[src/rtl/load_store_unit.sv]
// Bridges the core's single-cycle data-memory port to a req/ack word bus, splitting
// misaligned loads/stores into two word transfers and stalling the core until done.
module load_store_unit (
    input  logic        i_clk,
    input  logic        i_reset_x,
    input  logic        i_memRead,
    input  logic        i_memWrite,
    input  logic [1:0]  i_memSize,
    input  logic [31:0] i_addr,
    input  logic [31:0] i_wdata,
    output logic        o_stall,
    output logic [31:0] o_rdata,
    output logic        o_busReq,
    output logic        o_busWe,
    output logic [31:0] o_busAddr,
    output logic [3:0]  o_busBe,
    output logic [31:0] o_busWdata,
    input  logic        i_busAck,
    input  logic [31:0] i_busRdata
);

    // Bus handshake: a transfer completes on a rising edge where o_busReq and i_busAck
    // are both high; all bus outputs hold steady while o_busReq waits for an ack.
    typedef enum logic [1:0] {IDLE, ACC0, ACC1, DONE} state_t;

    state_t      r_state;
    logic [31:0] r_addr;
    logic [31:0] r_wdata;
    logic [1:0]  r_size;
    logic [31:0] r_lo;
    logic [31:0] r_rdata;
    logic        r_busReq;
    logic        r_busWe;
    logic [31:0] r_busAddr;
    logic [3:0]  r_busBe;
    logic [31:0] r_busWdata;

    function automatic logic [3:0] f_mask(input logic [1:0] size);
        case (size)
            2'b00:   f_mask = 4'b0001;
            2'b01:   f_mask = 4'b0011;
            default: f_mask = 4'b1111;
        endcase
    endfunction

    function automatic logic [31:0] f_dmask(input logic [1:0] size);
        logic [3:0] m;
        m = f_mask(size);
        f_dmask = {{8{m[3]}}, {8{m[2]}}, {8{m[1]}}, {8{m[0]}}};
    endfunction

    function automatic logic f_cross(input logic [1:0] size, input logic [1:0] off);
        f_cross = ((size == 2'b01) && (off == 2'b11)) || (size[1] && (off != 2'b00));
    endfunction

    logic        w_req;
    logic [3:0]  w_in_be0;
    logic [31:0] w_in_wd0;
    logic [3:0]  w_lt_be1;
    logic [5:0]  w_rsh;
    logic [31:0] w_lt_wd1;
    logic        w_cross;
    logic [31:0] w_lo_data;
    logic [31:0] w_hi_data;
    logic [31:0] w_load;

    assign w_req    = i_memRead | i_memWrite;
    assign w_in_be0 = 4'({4'b0000, f_mask(i_memSize)} << i_addr[1:0]);
    assign w_in_wd0 = i_wdata << {i_addr[1:0], 3'b000};
    assign w_lt_be1 = 4'(({4'b0000, f_mask(r_size)} << r_addr[1:0]) >> 4);
    assign w_rsh    = 6'd32 - {1'b0, r_addr[1:0], 3'b000};
    assign w_lt_wd1 = r_wdata >> w_rsh;
    assign w_cross  = f_cross(r_size, r_addr[1:0]);

    // Load data is assembled straight from the ack cycle's bus data so o_rdata is
    // ready on the edge that enters DONE.
    assign w_lo_data = (r_state == ACC0) ? i_busRdata : r_lo;
    assign w_hi_data = (r_state == ACC1) ? i_busRdata : 32'h0;
    assign w_load    = 32'({w_hi_data, w_lo_data} >> {r_addr[1:0], 3'b000}) & f_dmask(r_size);

    always_ff @(posedge i_clk or negedge i_reset_x) begin
        if (!i_reset_x) begin
            r_state    <= IDLE;
            r_addr     <= 32'h0;
            r_wdata    <= 32'h0;
            r_size     <= 2'b00;
            r_lo       <= 32'h0;
            r_rdata    <= 32'h0;
            r_busReq   <= 1'b0;
            r_busWe    <= 1'b0;
            r_busAddr  <= 32'h0;
            r_busBe    <= 4'h0;
            r_busWdata <= 32'h0;
        end else begin
            case (r_state)
                IDLE: begin
                    if (w_req) begin
                        r_addr     <= i_addr;
                        r_wdata    <= i_wdata;
                        r_size     <= i_memSize;
                        r_busReq   <= 1'b1;
                        r_busWe    <= i_memWrite;
                        r_busAddr  <= {i_addr[31:2], 2'b00};
                        r_busBe    <= w_in_be0;
                        r_busWdata <= w_in_wd0;
                        r_state    <= ACC0;
                    end
                end
                ACC0: begin
                    if (i_busAck) begin
                        r_lo <= i_busRdata;
                        if (w_cross) begin
                            r_busAddr  <= {r_addr[31:2], 2'b00} + 32'd4;
                            r_busBe    <= w_lt_be1;
                            r_busWdata <= w_lt_wd1;
                            r_state    <= ACC1;
                        end else begin
                            r_busReq <= 1'b0;
                            r_busWe  <= 1'b0;
                            r_busBe  <= 4'h0;
                            r_rdata  <= w_load;
                            r_state  <= DONE;
                        end
                    end
                end
                ACC1: begin
                    if (i_busAck) begin
                        r_busReq <= 1'b0;
                        r_busWe  <= 1'b0;
                        r_busBe  <= 4'h0;
                        r_rdata  <= w_load;
                        r_state  <= DONE;
                    end
                end
                DONE: begin
                    r_state <= IDLE;
                end
                default: begin
                    r_state <= IDLE;
                end
            endcase
        end
    end

    assign o_stall    = ((r_state == IDLE) && w_req) || (r_state == ACC0) || (r_state == ACC1);
    assign o_rdata    = r_rdata;
    assign o_busReq   = r_busReq;
    assign o_busWe    = r_busWe;
    assign o_busAddr  = r_busAddr;
    assign o_busBe    = r_busBe;
    assign o_busWdata = r_busWdata;

endmodule

[config.mk]
export PLATFORM = sky130hd
export DESIGN_NAME = load_store_unit
export DESIGN_NICKNAME = d
export VERILOG_FILES = /design/src/rtl/load_store_unit.sv
export SDC_FILE = /design/constraint.sdc
export NUM_CORES = 1
export LEC_CHECK = 0
export CAP_MARGIN = 20
export CORE_MARGIN = 4
export CORE_UTILIZATION = 57
export CTS_CLUSTER_DIAMETER = 50
export CTS_CLUSTER_SIZE = 25
export DETAILED_ROUTE_END_ITERATION = 10
export GPL_ROUTABILITY_DRIVEN = 0
export PLACE_DENSITY = 0.87
export SETUP_SLACK_MARGIN = 0.3
export SLEW_MARGIN = 20
export SYNTH_ARGS = -nofsm -noshare
export SYNTH_HDL_FRONTEND = slang
export SYNTH_SLANG_ARGS = --single-unit
[constraint.sdc]
create_clock -name i_clk -period 7 [get_ports i_clk]
set_input_delay 1.05 -clock i_clk [delete_from_list [all_inputs] [get_ports i_clk]]
set_output_delay 1.05 -clock i_clk [all_outputs]
set_load 0.02 [all_outputs]
==> impl.org <==
** Global routing
- In the global route stage, met1 resource usage came out at 0.368.
- For this run the aggregate overflow at the end of global routing stands at 0.
- The initial antenna violation count is 3.
- Maximum number of pins on one net before global-route repair :: 128
- The first global-routing pass estimated approximately 47 mm of wire.
- Met2 track utilization from global routing :: 0.466
- Combined global-route utilization of all metal layers :: 0.285
- For this run, global-route usage on met3 was measured as 0.0638.
- Most used routing layer in global routing :: met2
- The number of global-route vias before repair was around 9,000.

** STA
- Final setup margin :: 3.04 ns
- For the pin with the worst max-slew slack, the measured transition is about 1.1 ns.
- Hold_ws :: ~0.48 ns
- Setup repair after global routing missed its margin :: false
- Derived from the worst setup path, the maximum achievable clock frequency is approximately 250 MHz.
- The final hold violation count was 0.
- Clock Skews :: ~0.0069 ns
- The clock period could shrink to slightly below 4 ns.
- Setup violations remaining at the end of the flow were counted as 0.
- Summed negative setup slack over all endpoints :: 0 ns
- Dividing the final minimum period by the clock period gives 0.566.
- Headroom to the max-slew limit came out at 0.277.
- The final-report max-slew violation count was 0.

** Clock tree
- Inserted Clock Buffers :: 17
- Clk_lat worst skew :: ~0.44 ns
- Root buffer cell :: sky130_fd_sc_hd__clkbuf_16
- In this run, post-CTS hold repair placed 0 buffers.
- After clock tree synthesis, the clock-pin slew on the worst setup and hold paths is approximately 0.070 ns.
- Post-cts resize count :: 0
- CTS Sinks :: 200
- Post-CTS setup repair buffer count :: 0
- Clock tree from TritonCTS :: yes
- No sink is reached through more buffers than the 2 on the longest clock path.
- In this run the number of H-tree levels came out at 4.

** Die
- Die X-Extent :: between 100 and 150 um
- Number of ports placed on the die boundary :: about 210
- The initial utilization of the core area, before any placement, comes to 0.584.
- Core Rows :: 49
- Floorplan die area :: roughly 21,000 um2
- Measured along the y axis, the die boundary spans between 100 and 150 um.
- CORE AREA :: between 15,000 and 20,000 um2

** Power
- Standby leakage power :: between 5 and 6 nW
- Power spread over the standard cell area amounts to roughly 500 nW/um2.
- Largest voltage drop on the vdd net :: 286 uV

** Place
- Once detailed placement completed, the half-perimeter wirelength came to roughly 20 mm.
- Port buffering added 203 buffers.
- Setup WS pre-CTS :: between 3 and 4 ns

** Final layout
- The library cell used most frequently in the layout, excluding fill and tap cells, is sky130_fd_sc_hd__clkdlybuf4s50_1.
- Summing all multi-input logic gate instances after layout gives 5230 um2.
- In the final design database the tool counted 1,281 nets.
- Commonest cells after routing, fill and taps aside :: sky130_fd_sc_hd__clkdlybuf4s50_1 (200), sky130_fd_sc_hd__dfrtp_1 (199), sky130_fd_sc_hd__mux2_2 (116), sky130_fd_sc_hd__mux2i_1 (99), sky130_fd_sc_hd__nand2_1 (98)
- Fill cell instance count of the final layout :: 1,221
- Share of cells above drive strength 1 :: 0.150
- Antenna fix cells :: 0
- Relative to the synthesized area, the layout overhead comes to 25.5%.
- Registers take 5010 um2.

** Setup path
- In this run the worst path has a maximum fanout of roughly 110.
- Nature of the critical path endpoint :: register
- CP required :: 7.35 ns
- Worst R2R Path Depth :: 8
- Cell with the largest stage delay on the worst path :: sky130_fd_sc_hd__clkinv_1
- On the worst path, the slowest cell contributes a delay of 0.89 ns.
- The cell family contributing the most delay on the critical path is buffers and inverters.
- Startpoint type of the worst setup path :: register
- Number of buffers and inverters on the critical path :: 2
- Worst flop-to-flop path endpoint :: o_busAddr[25]
- Traced cell by cell, the critical path runs through clkinv_1 > ha_1 > nor2b_1 > nor3_2 > nand3b_1 > buf_4 > or2_2 > o21ai_0.
- The worst setup path is of the reg2reg kind.
- The worst register-to-register path has a setup slack of ~3.0 ns.
- Startpoint of the lowest-slack register-to-register path :: r_addr[1]
- CP Data Arrival Time :: around 4.3 ns

** Min path
- The path with the worst hold slack has its endpoint at o_busAddr[14].
- Hold wc startpoint :: o_busAddr[14]
- Min-Delay Path Class :: reg2reg
- The worst hold path passes through 2 cells.

** Yosys
- Synth warnings :: 0
- Ranked by total cell area, the synthesized netlist is headed by sky130_fd_sc_hd__dfrtp_1 (47%), sky130_fd_sc_hd__mux2_2 (12%), sky130_fd_sc_hd__mux2i_1 (9.4%).
- Seq/Total Area, Yosys :: 0.474
- Number of distinct library cell variants in the gate-level netlist after synthesis :: 52
- In this run the mean area of a mapped cell was ~10 um2.
- The cell area that synthesis handed to floorplanning was between 10,000 and 15,000 um2.
- Number of register bits inferred by synthesis :: 200
- Number of instances in the synthesized netlist :: approximately 1,000
- Post-synthesis cell type with the largest combined area :: sky130_fd_sc_hd__dfrtp_1
- Of the post-synthesis cell area, the dominant cell type holds 0.474.

** Route
- Per-cell routed wire length :: 20.6 um
- Detailed routing inserted a total of between 8,000 and 9,000 vias.
- The count of nets left with antenna violations once routing finished came out at 0.
- The first detailed-routing pass took 5 iterations.
- Routed wire length :: approximately 29 mm
- Routed vias/inst :: ~6.2
- Number of DRC violations after detailed routing :: 0
- In this run, the number of DRC markers left after iteration 0 of detailed routing was around 860.

** Flow run
- Maximum Capacitance Violations :: 0

** Outcome
- The flow ran to the end, and the final reports show no timing, DRC or antenna violations.
==> state kept, by name (all words and copies together) (netlist names) <==
register	count
r_size	2
r_state	2
o_busBe	4
r_wdata	32
o_busWe	1
o_rdata	32
r_addr	32
o_busAddr	30
r_lo	32
o_busWdata	32
o_busReq	1
==> tightest hold or removal path, stage by stage, from the launching register on <==
cell	delay (ns)
sky130_fd_sc_hd__dfrtp_1	0.34
sky130_fd_sc_hd__nand2_1	0.06
sky130_fd_sc_hd__o21ai_2	0.05
==> power by group <==
part	internal, mW	total [mW]	switching (mW)
registers	1.72	2.28	0.558
clock network	0.572	1.04	0.465
logic	1.56	3.33	1.78
total	3.85	6.65	2.80
==> cell type report <==
type                    count  share of cell area
inverters                   9             0.00255
multi-input cells         733               0.395
repair buffers            210               0.157
flip-flops and latches    200               0.378
clock inverters            15              0.0143
well taps                 229              0.0216
clock buffers              17              0.0321
==> kinds of logic after synthesis <==
| kind of cell | count (synthesis) | synth area share |
|---|---|---|
| and+or+nand+nor | 253 | 0.110 |
| AOI/OAI and AO/OA | 230 | 0.134 |
| muxes | 216 | 0.219 |
| DFF | 200 | 0.474 |
| buffers and inverters | 80 | 0.0341 |
| xor gates and xnor gates | 25 | 0.0207 |
| adders and majority gates | 7 | 0.00829 |
| other | 1 | 0.000355 |
==> how the worst max path moves through the flow <==
stage,from,endpoint,cells after the start
final,r_addr[1],o_busAddr[25],8
after global routing,r_addr[1],o_busAddr[25],8
after CTS,r_addr[1],o_busAddr[25],8
after detailed placement,r_addr[1],o_busAddr[29],8
after global placement,i_busAck,o_busAddr[29],8
after floorplan,i_memWrite,o_stall,4
==> stage by stage <==
stage | instances | util | power, mW | instance area (um2)
3_5_place_dp | 1381 | 0.699 | 5.56 | 12600
3_3_place_gp | 1381 | 0.699 | 5.45 | 12600
2_1_floorplan | 1013 | - | 4.39 | 10600
4_1_cts | 1413 | 0.733 | 6.63 | 13300
5_1_grt | 1413 | 0.733 | 7.05 | 13300
6_report | 1413 | 0.733 | 6.65 | 13300
==> cell usage after synthesis, drive strengths merged <==
library cell,n
dfrtp,200
mux2,117
mux2i,99
nand2,98
o21ai,93
nor2,88
buf,38
clkbuf,33
a21oi,32
a211oi,24
o22ai,24
xor2,22
a22o,18
a31oi,16
nand3,14
a22oi,13
nor2b,13
and3,11
nand4,11
inv,8
ha,7
nor3,7
nor4,3
o31ai,3
xnor2,3
and2,2
o21a,2
or2,2
a21o,1
a2bb2oi,1
and3b,1
clkinv,1
conb,1
nand2b,1
nand3b,1
o21bai,1
o221ai,1
o311ai,1
or3b,1
==> per-layer routing <==
| layer | up-vias | wire length, um |
|---|---|---|
| met5 | - | 52 |
| li1 | 3955 | - |
| met4 | 6 | 1220 |
| met2 | 418 | 14000 |
| met1 | 4231 | 11700 |
| met3 | 86 | 2230 |
Power figures use the tool's default switching activity.
